File: config.mk
export PLATFORM = sky130hd
export DESIGN_NAME = data_memory_dumper
export DESIGN_NICKNAME = d
export VERILOG_FILES = /design/src/rtl/data_memory_dumper.sv
export SDC_FILE = /design/constraint.sdc
export NUM_CORES = 1
export LEC_CHECK = 0
export CAP_MARGIN = 40
export CORE_UTILIZATION = 40
export DETAILED_ROUTE_END_ITERATION = 7
export GPL_TIMING_DRIVEN = 0
export PLACE_DENSITY_LB_ADDON = 0.05
export REMOVE_ABC_BUFFERS = 1
export SLEW_MARGIN = 25
export SYNTH_ARGS = -nofsm -noshare
export SYNTH_HDL_FRONTEND = slang
export SYNTH_SLANG_ARGS = --single-unit
File: constraint.sdc
create_clock -name i_clock -period 4.65 [get_ports i_clock]
set_input_delay 0.6975 -clock i_clock [delete_from_list [all_inputs] [get_ports i_clock]]
set_output_delay 0.6975 -clock i_clock [all_outputs]
set_load 0.01 [all_outputs]
File: src/rtl/data_memory_dumper.sv
// Walks data memory 0..MEMORY_DEPTH-1 and streams each word MSB-first as bytes on a valid/ready port.
// Build option: define DUMP_CHECKSUM_EN to append an XOR checksum byte after the last data byte.
module data_memory_dumper #(
    parameter int NB_ADDR      = 5,
    parameter int NB_DATA      = 32,
    parameter int MEMORY_DEPTH = 32,
    parameter int NB_BYTE      = 8
) (
    input  logic               i_clock,
    input  logic               i_reset,
    input  logic               i_start,
    output logic               o_mem_enable,
    output logic               o_mem_read,
    output logic [NB_ADDR-1:0] o_mem_addr,
    input  logic [NB_DATA-1:0] i_mem_data,
    output logic [NB_BYTE-1:0] o_tx_data,
    output logic               o_tx_valid,
    input  logic               i_tx_ready,
    output logic               o_busy,
    output logic               o_done
);

    localparam int NB_WORD_BYTES = NB_DATA / NB_BYTE;
    localparam int NB_BCNT       = (NB_WORD_BYTES > 1) ? $clog2(NB_WORD_BYTES) : 1;

    localparam logic [NB_ADDR-1:0] LAST_WORD = NB_ADDR'(MEMORY_DEPTH - 1);
    localparam logic [NB_BCNT-1:0] LAST_BYTE = NB_BCNT'(NB_WORD_BYTES - 1);

    localparam logic [2:0] ST_IDLE     = 3'd0;
    localparam logic [2:0] ST_READ     = 3'd1;
    localparam logic [2:0] ST_LATCH    = 3'd2;
    localparam logic [2:0] ST_SEND     = 3'd3;
    localparam logic [2:0] ST_DONE     = 3'd4;
`ifdef DUMP_CHECKSUM_EN
    localparam logic [2:0] ST_CHECKSUM = 3'd5;
`endif

    logic [2:0]         state_q, state_d;
    logic [NB_ADDR-1:0] word_cnt_q, word_cnt_d;
    logic [NB_BCNT-1:0] byte_cnt_q, byte_cnt_d;
    logic [NB_DATA-1:0] shift_q, shift_d;
    logic               tx_fire;

`ifdef DUMP_CHECKSUM_EN
    logic [NB_BYTE-1:0] csum_q, csum_d;
`endif

    assign tx_fire = o_tx_valid && i_tx_ready;

    // Moore outputs; the address bus simply mirrors the word counter so it holds after a dump.
    always_comb begin
        o_mem_enable = (state_q == ST_READ);
        o_mem_read   = (state_q == ST_READ);
        o_mem_addr   = word_cnt_q;
        o_busy       = (state_q != ST_IDLE);
        o_done       = (state_q == ST_DONE);
        o_tx_valid   = 1'b0;
        o_tx_data    = '0;
        if (state_q == ST_SEND) begin
            o_tx_valid = 1'b1;
            o_tx_data  = shift_q[NB_DATA-1 -: NB_BYTE];
        end
`ifdef DUMP_CHECKSUM_EN
        if (state_q == ST_CHECKSUM) begin
            o_tx_valid = 1'b1;
            o_tx_data  = csum_q;
        end
`endif
    end

    always_comb begin
        state_d    = state_q;
        word_cnt_d = word_cnt_q;
        byte_cnt_d = byte_cnt_q;
        shift_d    = shift_q;
`ifdef DUMP_CHECKSUM_EN
        csum_d     = csum_q;
`endif
        case (state_q)
            ST_IDLE: begin
                if (i_start) begin
                    state_d    = ST_READ;
                    word_cnt_d = '0;
`ifdef DUMP_CHECKSUM_EN
                    csum_d     = '0;
`endif
                end
            end
            ST_READ: begin
                state_d = ST_LATCH;
            end
            ST_LATCH: begin
                shift_d    = i_mem_data;
                byte_cnt_d = '0;
                state_d    = ST_SEND;
            end
            ST_SEND: begin
                if (tx_fire) begin
                    shift_d    = shift_q << NB_BYTE;
                    byte_cnt_d = byte_cnt_q + NB_BCNT'(1);
`ifdef DUMP_CHECKSUM_EN
                    csum_d     = csum_q ^ o_tx_data;
`endif
                    // Compare before incrementing so the word counter never wraps.
                    if (byte_cnt_q == LAST_BYTE) begin
                        if (word_cnt_q == LAST_WORD) begin
`ifdef DUMP_CHECKSUM_EN
                            state_d = ST_CHECKSUM;
`else
                            state_d = ST_DONE;
`endif
                        end else begin
                            word_cnt_d = word_cnt_q + NB_ADDR'(1);
                            state_d    = ST_READ;
                        end
                    end
                end
            end
`ifdef DUMP_CHECKSUM_EN
            ST_CHECKSUM: begin
                if (tx_fire) begin
                    state_d = ST_DONE;
                end
            end
`endif
            ST_DONE: begin
                state_d = ST_IDLE;
            end
            default: begin
                state_d = ST_IDLE;
            end
        endcase
    end

    always_ff @(posedge i_clock) begin
        if (i_reset) begin
            state_q    <= ST_IDLE;
            word_cnt_q <= '0;
            byte_cnt_q <= '0;
            shift_q    <= '0;
`ifdef DUMP_CHECKSUM_EN
            csum_q     <= '0;
`endif
        end else begin
            state_q    <= state_d;
            word_cnt_q <= word_cnt_d;
            byte_cnt_q <= byte_cnt_d;
            shift_q    <= shift_d;
`ifdef DUMP_CHECKSUM_EN
            csum_q     <= csum_d;
`endif
        end
    end

endmodule

==> flow_summary.yaml <==
outcome:
  status: "finished clean"
final_layout:
  fin_cells: 354
  layout_common_cells: "59 x nand2_1, 52 x clkdlybuf4s50_1, 42 x dfxtp_1"
  layout_commonest_cell: "nand2_1"
  seq_area_um2: 841
  fill_cells: 457
  multi_input_area_um2: 1040
  nNetsFinal: 325
  diodes: 0
  drive_above_1_share_pct: 5.92
  synthToLayoutAreaGrowth_pct: 34.3
  postLayoutCoreUtil_pct: 56.3
drt:
  drc: 0
  viasPerCell: 5.27
  via_count: 1867
  antenna_left: 0
  firstDrtPassIters: 4
  drt-initial-drc-count: 121
  routed_wirelength_um: 4700
  wire_per_inst_um: 13.3
clocking:
  cts.sinks: 42
  h-tree-depth: 2
  clk_pin_slew_worst_paths_ns: 0.08
  clock_path_buffers: 2
  post_cts_resized: 0
  cts_inserted_buffers: 5
  clk_latency_ns: 0.29
  hold_buffers: 0
  cts_root_buffer: "clkbuf_8"
  cts_tree: "done"
  post_cts_buffers: 0
sta:
  rsz0062_at_grt: "no"
  timing.fmax_ghz: 0.312
  worst_pin_slew_ns: 0.601
  maxSlewHeadroom_pct: 59.9
  post-route-min-period_ns: 3.21
  setup_viol: 0
  hold_ws_ns: 0.469
  final.setup_skew_ns: 0.00608
  setup_ws_ns: 1.44
  hold_viol_final: 0
  slew_violations: 0
  period_share_pct: 69.0
  tns_ns: 0
critical_path:
  cp-end-kind: "output port"
  crit_chain: "nand3b_4 -> inv_2 -> and2_1 -> clkdlybuf4s50_1"
  path_class: "reg2out"
  critPathRequiredTime_ns: 3.95
  slowest_stage: "dfxtp_1"
  path_buf_inv: 2
  cp_data_arrival_time_ns: 2.51
  slowest_delay_ns: 0.58
  crit_start: "state_q[0]"
  r2r_start: "o_mem_addr[0]"
  startpoint_type: "register"
  crit_family: "buffers and inverters"
  worstPathMaxFanout: 37
die:
  num_rows: 25
  die_w_um: 72.6
  io-pin-count: 54
  die_area_um2: 5270
  initial_core_util_pct: 41.9
  die_y_um: 72.6
  core-area_um2: 4750
global_routing:
  grtUsageTotal_pct: 18.7
  grt_pass1_wl_um: 7780
  grt_max_degree: 38
  antenna_found_initial: 0
  grt_pass1_vias: 1643
  grt-ovfl-total: 0
synth:
  synth_cells: 245
  synth_warnings: 0
  synthArstFlopShare_pct: 0
  syn_area_um2: 1990
  seq_area_frac_synth_pct: 42.2
  synth_edf_count: 0
  ys_types: 34
  syn_avg_cell_area_um2: 8.14
  ys_ff_latch: 42
  synth_ff_type: "dfxtp_1"
pwr:
  clkPwrFrac_pct: 34.5
  power_frac_seq_pct: 49.1
  pwr-share-comb_pct: 16.4
  swShare_pct: 24.8
  switchingPower_uw: 204
  p_per_area_nw_per_um2: 306
  p_leak_nw: 0.992
  vdd_ir_drop_max_mv: 0.272
  intPower_uw: 616
placed_design:
  dpl.hpwl_um: 3000
  portBuffers: 53
  gp_congestion: 0.700
  dp_cells: 345
  dp_slack_ns: 1.70
flow_run:
  cap_violations: 0
worst_hold_path:
  hp-start: "shift_q[2]"
  hold_path.class: "reg2reg"
## synth_stat cells, drive strengths merged (2+ instances only)
cell type / number / area share [%]
nand2: 59 / 11
dfxtp: 42 / 42
nor3: 26 / 6.5
a311oi: 24 / 11
buf: 16 / 4.1
nand3: 13 / 3.3
a21oi: 11 / 2.8
and2: 9 / 2.8
clkbuf: 8 / 1.5
nand3b: 4 / 2.1
ha: 3 / 1.9
inv: 3 / 0.56
nand2b: 3 / 0.94
a2111oi: 2 / 0.88
a31oi: 2 / 0.63
and3: 2 / 0.63
mux2i: 2 / 1.0
nand4b: 2 / 0.88
nor3b: 2 / 1.0
o211ai: 2 / 0.75
or3b: 2 / 0.88
## worst paths after layout
check	to	slack, ns	depth (start not counted)
max reg2reg	o_mem_addr[3]	2.51	6
max	o_tx_data[3]	1.44	4
min	shift_q[2]	0.47	2
min reg2reg	shift_q[2]	0.47	2
## per-stage QoR
stage / total power, mW / instance area (µm²)
6_report: 0.819 / 2680
5_1_grt: 0.861 / 2680
4_1_cts: 0.826 / 2660
3_5_place_dp: 0.543 / 2550
3_3_place_gp: 0.537 / 2500
2_1_floorplan: 0.475 / 1880
## power groups by stage
| stage | sequential, mW | combinational, mW | clock, mW |
|---|---|---|---|
| floorplan | 0.407 | 0.0689 | 0 |
| global route | 0.406 | 0.148 | 0.307 |
| detailed placement | 0.410 | 0.133 | 0 |
| finish | 0.402 | 0.135 | 0.283 |
| global placement | 0.410 | 0.128 | 0 |
| CTS | 0.402 | 0.134 | 0.290 |
## kinds of logic after synthesis
| family | after synthesis | synth area share, % |
|---|---|---|
| adder cells (fa/ha/maj) | 3 | 1.88 |
| AO/OA/AOI/OAI | 43 | 16.4 |
| multiplexers | 2 | 1.00 |
| buffers and inverters | 27 | 6.21 |
| flip-flops | 42 | 42.2 |
| AND/OR/NAND/NOR | 128 | 32.4 |
## per-layer routing
layer | track usage, % | wire, µm | vias to the layer above
met4 | 5.23 | 37 | 0
met3 | 3.73 | 174 | 4
met2 | 28.9 | 2130 | 35
li1 | - | - | 965
met5 | 0 | 0 | -
met1 | 26.5 | 2360 | 863
## worst reg2reg max path: cells and delay by family (launching register included)
kind | cells | cell delay, ns
AOI/OAI and AO/OA | 1 | 0.17
adders and majority gates | 2 | 0.46
DFF | 1 | 0.36
and+or+nand+nor | 3 | 1.09
## flip-flops by register name, summed over array words and instances, names as in the netlist
name        cells
o_mem_addr      5
byte_cnt_q      2
state_q         3
shift_q        32
## area by class of cell
| class | count | area share, % |
|---|---|---|
| multi-input combinational | 176 | 38.7 |
| sequential | 42 | 31.4 |
| timing repair buffer | 58 | 22.3 |
| tap | 67 | 3.13 |
| clock buffer | 5 | 2.57 |
| clock inverter | 3 | 1.49 |
| inverter | 3 | 0.420 |
Power figures use the tool's default switching activity.
